$ cat src/rtl/diag_tile_encoder_pkg.sv
// diag_tile_pkg: shared state encoding, superblock geometry and stage timing
// constants for diag_tile_encoder and its stage timer.
package diag_tile_pkg;

  typedef enum logic [2:0] {
    IDLE              = 3'd0,
    READ_INPUT        = 3'd1,
    PREDICTION        = 3'd2,
    FORWARD_TX        = 3'd3,
    ENTROPY_ENCODE    = 3'd4,
    EMIT_SB_HEADER    = 3'd5,
    CHECK_SB_COMPLETE = 3'd6,
    DONE              = 3'd7
  } state_t;

  localparam int unsigned SB_SIZE     = 64;
  localparam int unsigned BEAT_PIXELS = 16;

  localparam int unsigned PRED_CYCLES = 6;
  localparam int unsigned FTX_CYCLES  = 6;
  localparam int unsigned ENT_CYCLES  = 11;

  // Wide enough to hold the longest stage length minus one.
  localparam int unsigned STAGE_CNT_W = 4;

  // ceil(0xFFFF/64) = 1024 needs 11 bits.
  localparam int unsigned SB_IDX_MIN_W = 11;

  localparam int unsigned SB_SHIFT = $clog2(SB_SIZE);

  // Number of superblocks covering a dimension; the 17-bit add keeps
  // 0xFFFF from wrapping to zero.
  function automatic logic [SB_IDX_MIN_W-1:0] sb_count(input logic [15:0] dim);
    logic [16:0] w_sum;
    w_sum = {1'b0, dim} + 17'(SB_SIZE - 1);
    return SB_IDX_MIN_W'(w_sum >> SB_SHIFT);
  endfunction

endpackage

$ cat src/rtl/diag_tile_encoder_stage_timer.sv
// diag_stage_timer: loadable down-counter shared by the timed pipeline
// stages. Loading N-1 on stage entry makes o_done rise in the N-th cycle;
// the counter then rests at zero, so it is already cleared on stage exit.
module diag_stage_timer
  import diag_tile_pkg::*;
#(
  parameter int unsigned CNT_W = STAGE_CNT_W
) (
  input  logic             i_clk,
  input  logic             i_rst,
  input  logic             i_load,
  input  logic [CNT_W-1:0] i_load_val,
  output logic             o_done
);

  logic [CNT_W-1:0] r_count;

  // Load on stage entry, otherwise count down and park at zero.
  always_ff @(posedge i_clk) begin
    if (i_rst) begin
      r_count <= '0;
    end else if (i_load) begin
      r_count <= i_load_val;
    end else if (r_count != '0) begin
      r_count <= r_count - 1'b1;
    end
  end

  assign o_done = (r_count == '0);

endmodule

$ cat src/rtl/diag_tile_encoder.sv
// diag_tile_encoder: walks a frame through input read, then per-superblock
// prediction / forward transform / entropy stages, emitting one header word
// {sb_row, sb_col} per 64x64 superblock.
// Optional tracing: define DIAG_TILE_ENC_TRACE_EN to print state transitions
// and read progress; cycle behaviour is identical either way.
module diag_tile_encoder
  import diag_tile_pkg::*;
#(
  parameter int unsigned MAX_WIDTH   = 64,
  parameter int unsigned MAX_HEIGHT  = 64,
  parameter int unsigned PIXEL_WIDTH = 10
) (
  input  logic        clk,
  input  logic        rst,
  input  logic        start,
  input  logic [15:0] frame_width,
  input  logic [15:0] frame_height,
  input  logic        in_valid,
  output logic        in_ready,
  output logic        out_valid,
  input  logic        out_ready,
  output logic [15:0] out_data,
  output logic        busy,
  output logic        tile_done
);

  // Index width follows the configured maximum but never drops below what a
  // full 0xFFFF frame needs, so oversized frames still count correctly.
  localparam int unsigned MAX_DIM = (MAX_WIDTH > MAX_HEIGHT) ? MAX_WIDTH : MAX_HEIGHT;
  localparam int unsigned SB_MAX  = (MAX_DIM + SB_SIZE - 1) / SB_SIZE;
  localparam int unsigned IDX_W   = ($clog2(SB_MAX + 1) > SB_IDX_MIN_W) ?
                                    $clog2(SB_MAX + 1) : SB_IDX_MIN_W;
  localparam int unsigned BEAT_BITS = BEAT_PIXELS * PIXEL_WIDTH;

  state_t                 r_state;
  state_t                 w_next_state;
  logic [IDX_W-1:0]       r_sb_rows;
  logic [IDX_W-1:0]       r_sb_cols;
  logic [IDX_W-1:0]       r_sb_row;
  logic [IDX_W-1:0]       r_sb_col;
  logic [31:0]            r_total_pixels;
  logic [31:0]            r_read_offset;
  logic                   r_tile_done;

  logic                   w_accept;
  logic                   w_zero_frame;
  logic                   w_col_more;
  logic                   w_row_more;
  logic                   w_timer_load;
  logic [STAGE_CNT_W-1:0] w_timer_val;
  logic                   w_timer_done;

  assign w_zero_frame = (frame_width == '0) || (frame_height == '0);
  assign in_ready     = (r_state == READ_INPUT) && (r_read_offset < r_total_pixels);
  assign w_accept     = in_valid && in_ready;
  assign w_col_more   = (r_sb_col < r_sb_cols - 1'b1);
  assign w_row_more   = (r_sb_row < r_sb_rows - 1'b1);

  assign busy      = (r_state != IDLE);
  assign out_valid = (r_state == EMIT_SB_HEADER);
  assign out_data  = (r_state == EMIT_SB_HEADER) ? {r_sb_row[7:0], r_sb_col[7:0]} : '0;
  assign tile_done = r_tile_done;

  diag_stage_timer #(
    .CNT_W (STAGE_CNT_W)
  ) u_stage_timer (
    .i_clk      (clk),
    .i_rst      (rst),
    .i_load     (w_timer_load),
    .i_load_val (w_timer_val),
    .o_done     (w_timer_done)
  );

  // State register.
  always_ff @(posedge clk) begin
    if (rst) begin
      r_state <= IDLE;
    end else begin
      r_state <= w_next_state;
    end
  end

  // Next-state logic; also loads the shared stage timer on entry to each
  // timed stage.
  always_comb begin
    w_next_state = r_state;
    w_timer_load = 1'b0;
    w_timer_val  = '0;
    case (r_state)
      IDLE: begin
        if (start) begin
          w_next_state = w_zero_frame ? DONE : READ_INPUT;
        end
      end
      READ_INPUT: begin
        if (r_read_offset >= r_total_pixels) begin
          w_next_state = PREDICTION;
          w_timer_load = 1'b1;
          w_timer_val  = STAGE_CNT_W'(PRED_CYCLES - 1);
        end
      end
      PREDICTION: begin
        if (w_timer_done) begin
          w_next_state = FORWARD_TX;
          w_timer_load = 1'b1;
          w_timer_val  = STAGE_CNT_W'(FTX_CYCLES - 1);
        end
      end
      FORWARD_TX: begin
        if (w_timer_done) begin
          w_next_state = ENTROPY_ENCODE;
          w_timer_load = 1'b1;
          w_timer_val  = STAGE_CNT_W'(ENT_CYCLES - 1);
        end
      end
      ENTROPY_ENCODE: begin
        if (w_timer_done) begin
          w_next_state = EMIT_SB_HEADER;
        end
      end
      EMIT_SB_HEADER: begin
        if (out_ready) begin
          w_next_state = CHECK_SB_COMPLETE;
        end
      end
      CHECK_SB_COMPLETE: begin
        if (w_col_more || w_row_more) begin
          w_next_state = PREDICTION;
          w_timer_load = 1'b1;
          w_timer_val  = STAGE_CNT_W'(PRED_CYCLES - 1);
        end else begin
          w_next_state = DONE;
        end
      end
      DONE: begin
        w_next_state = IDLE;
      end
      default: begin
        w_next_state = IDLE;
      end
    endcase
  end

  // Frame geometry capture and read-offset accumulation.
  always_ff @(posedge clk) begin
    if (rst) begin
      r_sb_rows      <= '0;
      r_sb_cols      <= '0;
      r_total_pixels <= '0;
      r_read_offset  <= '0;
    end else if (r_state == IDLE) begin
      if (start) begin
        r_sb_rows      <= IDX_W'(sb_count(frame_height));
        r_sb_cols      <= IDX_W'(sb_count(frame_width));
        r_total_pixels <= {16'd0, frame_width} * {16'd0, frame_height};
        r_read_offset  <= '0;
      end
    end else if (w_accept) begin
      // A partial last beat still advances by a full beat.
      r_read_offset <= r_read_offset + 32'(BEAT_PIXELS);
    end
  end

  // Superblock row/column walk, row-major.
  always_ff @(posedge clk) begin
    if (rst) begin
      r_sb_row <= '0;
      r_sb_col <= '0;
    end else if (r_state == IDLE) begin
      if (start) begin
        r_sb_row <= '0;
        r_sb_col <= '0;
      end
    end else if (r_state == CHECK_SB_COMPLETE) begin
      if (w_col_more) begin
        r_sb_col <= r_sb_col + 1'b1;
      end else if (w_row_more) begin
        r_sb_col <= '0;
        r_sb_row <= r_sb_row + 1'b1;
      end
    end
  end

  // One-cycle completion pulse in the IDLE cycle that follows DONE.
  always_ff @(posedge clk) begin
    if (rst) begin
      r_tile_done <= 1'b0;
    end else begin
      r_tile_done <= (r_state == DONE);
    end
  end

`ifdef DIAG_TILE_ENC_TRACE_EN
  // Transition and read-progress trace.
  always_ff @(posedge clk) begin
    if (!rst) begin
      if (w_next_state != r_state) begin
        $display("%0t diag_tile_encoder: %s -> %s sb_row=%0d sb_col=%0d",
                 $time, r_state.name(), w_next_state.name(), r_sb_row, r_sb_col);
      end
      if (w_accept && (((r_read_offset + 32'(BEAT_PIXELS)) % 32'd256) == 32'd0)) begin
        $display("%0t diag_tile_encoder: read %0d of %0d pixels (%0d-bit beats)",
                 $time, r_read_offset + 32'(BEAT_PIXELS), r_total_pixels, BEAT_BITS);
      end
    end
  end
`endif

endmodule

$ cat config.mk
export PLATFORM = sky130hd
export DESIGN_NAME = diag_tile_encoder
export DESIGN_NICKNAME = d
export VERILOG_FILES = /design/src/rtl/diag_tile_encoder_pkg.sv /design/src/rtl/diag_tile_encoder_stage_timer.sv /design/src/rtl/diag_tile_encoder.sv
export SDC_FILE = /design/constraint.sdc
export NUM_CORES = 1
export LEC_CHECK = 0
export ABC_CLOCK_PERIOD_IN_PS = 9900
export BUFFER_PORTS_ARGS = -buffer_cell sky130_fd_sc_hd__buf_4
export CAP_MARGIN = 0
export CORE_MARGIN = 2
export CORE_UTILIZATION = 40
export DETAILED_ROUTE_END_ITERATION = 12
export GPL_ROUTABILITY_DRIVEN = 0
export PLACE_DENSITY = 0.64
export SYNTH_ARGS = -nofsm -noshare
export SYNTH_HDL_FRONTEND = slang
export SYNTH_HIERARCHICAL = 1
export SYNTH_SLANG_ARGS = --single-unit
$ cat constraint.sdc
create_clock -name clk -period 9.9 [get_ports clk]
set_input_delay 0.99 -clock clk [delete_from_list [all_inputs] [get_ports clk]]
set_output_delay 0.99 -clock clk [all_outputs]
set_load 0.005 [all_outputs]
==> results of run 1 <==
cell usage in the layout (no fill, tap or decap), drive strengths merged, types with 8 or more instances in the layout:
| master | n |
|---|---|
| inv | 304 |
| o2111ai | 8 |
| fa | 194 |
| nand2 | 239 |
| nor4 | 11 |
| and2 | 141 |
| a21oi | 85 |
| nor2 | 80 |
| ha | 158 |
| and3 | 20 |
| a211oi | 28 |
| a22o | 12 |
| clkbuf | 12 |
| nand3 | 49 |
| nor3 | 21 |
| nand4 | 15 |
| xor2 | 40 |
| a21o | 22 |
| o21a | 9 |
| a211o | 8 |
| o21ai | 50 |
| buf | 60 |
| xnor2 | 48 |
| dfxtp | 112 |
layer usage:
layer	vias up	wire [microns]	global-route usage [%]	part of all wire, %
met1	6224	16800	25.6	43
met2	270	19600	37.9	50
li1	5888	-	-	-
met4	0	1010	6.12	2.6
met5	-	0	0	0
met3	72	1560	2.10	4.0
registers in the layout, indices dropped and copies added (netlist names):
name / count
r_read_offset: 28
r_sb_cols: 11
r_sb_row: 11
r_sb_rows: 11
r_state: 3
tile_done: 1
u_stage_timer/r_count: 4
r_sb_col: 11
r_total_pixels: 32
report_power, final:
part           internal [mW]  switching (mW)  total, mW
clock                  0.176           0.162      0.339
sequential             0.528          0.0654      0.593
combinational           1.76            2.61       4.37
total                   2.47            2.84       5.30
how the worst max path moves through the flow:
stage	start	to	cells past startpoint
2_1_floorplan	frame_width[7]	r_total_pixels[26]	21
3_3_place_gp	frame_width[2]	r_total_pixels[22]	21
3_5_place_dp	frame_width[7]	r_total_pixels[28]	20
4_1_cts	frame_width[7]	r_total_pixels[28]	20
5_1_grt	frame_width[2]	r_total_pixels[22]	21
6_report	frame_width[2]	r_total_pixels[22]	21
per-stage QoR:
step | utilization [%] | setup slack (ns) | total power, mW
floorplan | - | 3.04 | 3.90
global placement | 42.5 | 2.99 | 4.87
detailed placement | 42.5 | 2.92 | 4.94
CTS | 43.2 | 3.29 | 5.32
global route | 43.2 | 2.87 | 5.95
finish | 43.2 | 3.23 | 5.30
worst max-delay path: cells and delay by family:
family                     cells  cell delay, ns
adders and majority gates      7            3.21
buffers and inverters          5            0.39
and+or+nand+nor                3            1.10
AOI/OAI and AO/OA              6            1.22
cells by family (layout without fill, tap and decap cells):
logic type	Yosys count	in the layout
simple gates	620	620
buf+inv	394	380
fa+ha+maj	352	352
mux	10	10
flops	112	112
compound gates	268	268
other cells	0	2
xor+xnor	88	88
final cells by class:
cell class	count	area, sq um
inverter	304	1140
timing repair buffer	60	450
clock inverter	4	20.0
fill	3753	21400
multi-input combinational	1338	11600
clock buffer	12	246
antenna	2	5.00
sequential	112	2240
tap	511	639
==> results.json, run 1 <==
{
  "run_status": "finished clean",
  "startpoint_type": "input port",
  "post_synth_mux_area_share_pct": 0.677,
  "drt_iter0_drc": 518,
  "start_util_pct": 40.6,
  "criticalPathCategory": "in -> reg",
  "grt_pass1_wl_microns": 65600,
  "coreArea_sq_mm": 0.0378,
  "synth_top_family_by_area": "adder cells",
  "grt_antenna_before_repair": 1,
  "synthTopCellsByCount": "inv_1 (304), nand2_1 (237), fa_1 (194)",
  "end_kind": "flip-flop",
  "powerDensity_mw_per_mm2": 325,
  "cpMostUsedCell": "fa_1",
  "vias_per_cell": 5.32,
  "reg2reg_depth": 14,
  "die-width_microns": 200,
  "cts_tree": "done",
  "grt_pass1_vias": 13000,
  "globalRouteTotalUtil_pct": 20.7,
  "grt_start_max_net_pins": 71,
  "hold_depth": 2,
  "wire_per_inst_microns": 16.6,
  "synth_area_leader_cell": "fa_1",
  "syn_inst": 1844,
  "worstPathCellList": "buf_4 -> and2_1 -> fa_1 -> inv_1 -> fa_1 -> inv_1 -> ha_1 -> fa_1 -> fa_1 -> inv_1 -> fa_1 -> inv_1 -> ha_1 -> a2111oi_0 -> o21ai_0 -> or3b_1 -> o31ai_1 -> a221o_1 -> a221oi_1 -> or4_1 -> o211ai_1",
  "synth.yosys.seq_area_share_pct": 14.6,
  "fin_crit_ns": 6.67,
  "clock-sinks": 112,
  "drc": 0,
  "hp-class": "reg -> reg",
  "routed_wl_microns": 38900,
  "ant_nets": 0,
  "setup_viol": 0,
  "cp.required_ns": 10.16,
  "grt_overflow_total": 0,
  "yosysUniqueCellTypes": 73,
  "clock_skew_ns": 0.0100,
  "r2r_setup_slack_ns": 5.89,
  "row_count": 71,
  "worstSkewPairLatency_ns": 0.35,
  "async_reset_ff_share_pct": 0,
  "fin_crit_sh_pct": 67.4,
  "tightest_slew_ns": 1.26,
  "cpPeakStageDelay_ns": 0.53,
  "synth_edf_count": 0,
  "ys_ff_latch": 112,
  "cp_slowest_cell": "fa_1",
  "max_freq_mhz": 150,
  "report.final.slew_viol_count": 0,
  "syn2layout_area_growth_pct": 6.35,
  "htreeDepth": 3,
  "whs_endpoint": "r_total_pixels[24]",
  "design_area_sq_mm": 0.0163,
  "fin_nets": 2214,
  "cts_root_buf": "clkbuf_16",
  "ys.flop_type": "dfxtp_1",
  "timing.slew.headroom_pct": 15.8,
  "final.setup.tns_ns": 0,
  "synth_top_area_share_pct": 25.3,
  "drive_gt1_share_pct": 5.30,
  "synth_adder_area_share_pct": 38.2,
  "synth_nets": 2233,
  "synth.most_common_cell": "inv_1",
  "r2r_start": "r_sb_rows[0]",
  "synth_xor_area_share_pct": 5.02,
  "arrival_ns": 6.93,
  "post_cts_buffers": 0,
  "hold_viol_final": 0,
  "worstReg2RegEnd": "r_sb_row[3]",
  "instances_no_fill": 2343,
  "min-delay-start": "r_total_pixels[24]",
  "critPathMaxFanout": 18,
  "dr.pass1.iters": 5,
  "synth_area_leaders": "fa_1 (25%), dfxtp_1 (15%), ha_1 (13%)",
  "ios": 57,
  "peakVddDrop_uv": 434,
  "syn-mean-instance-area_sq_um": 8.32,
  "detailed_place.area_sq_mm": 0.0160,
  "dieArea_sq_mm": 0.0399,
  "portBuffers": 56,
  "dpl.hpwl_microns": 29400,
  "synth-simple-area-share_pct": 20.1,
  "grt_setup_unrepaired": "no",
  "yosys_warnings": 6,
  "holdBufCountCts": 0,
  "holdWs_ns": 0.453,
  "synth_compound_area_share_pct": 11.4,
  "num_vias": 12500,
  "clk_pin_slew_ns": 0.07,
  "cts_buffers": 9,
  "p_leak_nw": 7.64,
  "cap_violations": 0,
  "placed_cells": 2325,
  "syn-cell-area_sq_mm": 0.0153,
  "cts_resized": 0,
  "die_h_microns": 200,
  "cts_buffer_depth": 2
}
(Power assumes the default switching activity.)
==> run 2, diff against run 1 <==
ABC_AREA = 1   (was unset)
ABC_CLOCK_PERIOD_IN_PS = 5800   (was 9900)
PLACE_DENSITY = 0.66   (was 0.64)
clock period = 5.8 ns   (was 9.9 ns; I/O delays follow)
==> results.json, run 2 <==
{
  "clock_skew_ns": 0.00793,
  "wire_per_inst_microns": 15.0,
  "dieArea_sq_mm": 0.0435,
  "synthTopCellsByCount": "nand2_1 (568), inv_1 (546), fa_1 (194)",
  "largest_reg_flops": 32,
  "tightest_slew_ns": 0.948,
  "worstPathCellList": "buf_4 -> nand2_1 -> fa_1 -> inv_1 -> fa_1 -> fa_1 -> fa_1 -> fa_1 -> inv_1 -> fa_1 -> inv_1 -> ha_1 -> nand2_1 -> nor2_1 -> inv_1 -> o21bai_1 -> nand2_1 -> nand4_1 -> nand3_1 -> nand2_1 -> inv_1",
  "p_sw_mw": 5.73,
  "synth_area_leader_cell": "fa_1",
  "cp_slowest_cell": "fa_1",
  "placed_cells": 2928,
  "routed_wl_microns": 44200,
  "intPower_mw": 4.49,
  "synth.most_common_cell": "nand2_1",
  "arrival_ns": 5.83,
  "timing.slew.headroom_pct": 36.6,
  "cts_root_buf": "clkbuf_16",
  "hold_viol_final": 0,
  "grt_start_max_net_pins": 67,
  "n_fill_cell": 4096,
  "setup_viol": 0,
  "post_cts_buffers": 0,
  "clk_pin_slew_ns": 0.08,
  "synth_area_leaders": "fa_1 (23%), dfxtp_1 (13%), nand2_1 (13%)",
  "powerDensity_mw_per_mm2": 567,
  "layout_common_cells": "nand2_1 (568), inv_1 (546), fa_1 (194)",
  "netSwitchingFraction_pct": 56.1,
  "max_flop_register": "r_total_pixels",
  "instances_no_fill": 2944,
  "synth.yosys.seq_area_share_pct": 13.4,
  "drt_iter0_drc": 1024,
  "ys_ff_latch": 112,
  "hp-class": "reg -> reg",
  "vias_per_cell": 5.03,
  "comb_power_share_pct": 83.3,
  "cp.required_ns": 6.06,
  "reg_top3": "r_total_pixels x32, r_read_offset x28",
  "run_status": "finished clean",
  "cpPeakStageDelay_ns": 0.57,
  "dpl.hpwl_microns": 35600,
  "portBuffers": 56,
  "htreeDepth": 3,
  "synth_edf_count": 0,
  "multiInputGateArea_sq_mm": 0.0119,
  "start_util_pct": 40.8,
  "cap_violations": 0,
  "p_clk_share_pct": 7.2,
  "layout_commonest_cell": "nand2_1",
  "design_area_sq_mm": 0.0180,
  "fin_crit_ns": 5.57,
  "grt_pass1_wl_microns": 74900,
  "cpMostUsedCell": "fa_1",
  "end_kind": "flip-flop",
  "power_frac_seq_pct": 9.6,
  "drive_gt1_share_pct": 8.17,
  "grt_pass1_vias": 15100,
  "hold_depth": 2,
  "clock-sinks": 112,
  "reg2reg_depth": 18,
  "cts_buffers": 9,
  "synth_top_area_share_pct": 23.2,
  "report.final.slew_viol_count": 0,
  "row_count": 74,
  "startpoint_type": "input port",
  "coreArea_sq_mm": 0.0410,
  "grt_overflow_total": 0,
  "cts_buffer_depth": 2,
  "num_vias": 14800,
  "yosysUniqueCellTypes": 49,
  "syn_inst": 2389,
  "grt_antenna_before_repair": 0,
  "ant_nets": 0,
  "syn-mean-instance-area_sq_um": 7.00,
  "syn-cell-area_sq_mm": 0.0167,
  "cts_tree": "done",
  "grt_setup_unrepaired": "no",
  "diodes": 0,
  "dr.pass1.iters": 7,
  "async_reset_ff_share_pct": 0,
  "fin_crit_sh_pct": 96.0,
  "ys.flop_type": "dfxtp_1",
  "drc": 0,
  "max_freq_mhz": 180,
  "peakVddDrop_uv": 657,
  "die-width_microns": 208,
  "synth_nets": 2778,
  "syn2layout_area_growth_pct": 7.83,
  "critPathMaxFanout": 11,
  "criticalPathCategory": "in -> reg",
  "regArea_sq_mm": 0.00224,
  "p_leak_nw": 9.69,
  "globalRouteTotalUtil_pct": 21.1,
  "fin_nets": 2796,
  "detailed_place.area_sq_mm": 0.0177,
  "ios": 57,
  "yosys_warnings": 6,
  "die_h_microns": 208,
  "worstSkewPairLatency_ns": 0.36
}
-- run 2: changes by cell type in the layout (fill, tap and decap cells not counted), sizes merged, moves of 9 or more --
cell	before	now
a211oi	28	0
a21o	22	4
a21oi	85	132
a22o	12	3
and2	141	0
and3	20	1
buf	60	104
inv	304	558
nand2	239	577
nand3	49	153
nor2	80	190
nor3	21	39
xnor2	48	9
-- run 2: layer usage --
| layer | global-route usage [%] | vias to the layer above | routed length, microns |
|---|---|---|---|
| li1 | - | 7251 | - |
| met1 | 26.1 | 7119 | 18900 |
| met2 | 38.9 | 363 | 22500 |
| met3 | 1.98 | 68 | 1760 |
| met4 | 5.81 | 0 | 1050 |
| met5 | 0 | - | 0 |
-- run 2: through the flow --
step / hold WS (ns) / utilization (%) / TNS [ns] / worst slack (ns) / total power [mW]
after global placement: 0.451 / 43.1 / -0.683 / -0.173 / 9.26
final: 0.473 / 44.0 / 0 / 0.234 / 10.2
after floorplan: 0.426 / - / 0 / 0.0871 / 6.93
after CTS: 0.472 / 43.9 / 0 / 0.233 / 10.1
after global routing: 0.494 / 44.0 / 0 / 0.0120 / 11.4
after detailed placement: 0.459 / 43.1 / -0.647 / -0.148 / 9.31
-- run 2: logic make-up (layout without fill, tap and decap cells) --
logic type	after synthesis	count (layout)	share of synthesized area, %
adders and majority gates	352	352	35.1
xor gates and xnor gates	54	54	2.83
buffers and inverters	654	677	15.6
DFF	112	112	13.4
and+or+nand+nor	995	995	25.6
AOI/OAI and AO/OA	222	222	7.51
-- run 2: critical path, delay by kind of cell --
family / cells / cell delay, ns
buffers and inverters: 6 / 0.53
AO/OA/AOI/OAI: 1 / 0.25
adder cells (fa/ha/maj): 7 / 3.57
AND/OR/NAND/NOR: 7 / 0.88
-- run 2: what timing repair did --
action / in CTS / in global routing
setup endpoints to repair: 0 / 3
resized for setup: 0 / 8
hold buffers: 0 / 0
-- run 2: worst paths after layout --
kind         slack [ns]                       end                from
max                0.23        r_total_pixels[26]    frame_height[12]
min                0.47        r_total_pixels[31]  r_total_pixels[31]
max reg2reg        2.56  u_stage_timer/r_count[1]        r_sb_cols[2]
min reg2reg        0.47        r_total_pixels[31]  r_total_pixels[31]
-- run 2: area by class of cell --
| cell class | instances | share of cell area, % |
|---|---|---|
| Clock buffer | 10 | 1.27 |
| Clock inverter | 6 | 0.638 |
| Inverter | 557 | 11.6 |
| Multi-Input combinational cell | 1623 | 66.0 |
| Sequential cell | 112 | 12.4 |
| Tap cell | 532 | 3.69 |
| Timing Repair Buffer | 104 | 4.37 |
-- run 2: power groups by stage --
stage          Sequential [mW]  Clock, mW  Combinational, mW
2_1_floorplan            0.976          0               5.95
3_3_place_gp             0.992          0               8.27
3_5_place_dp             0.995          0               8.32
4_1_cts                  0.976      0.747               8.40
5_1_grt                  0.993      0.774               9.68
6_report                 0.978      0.733               8.51
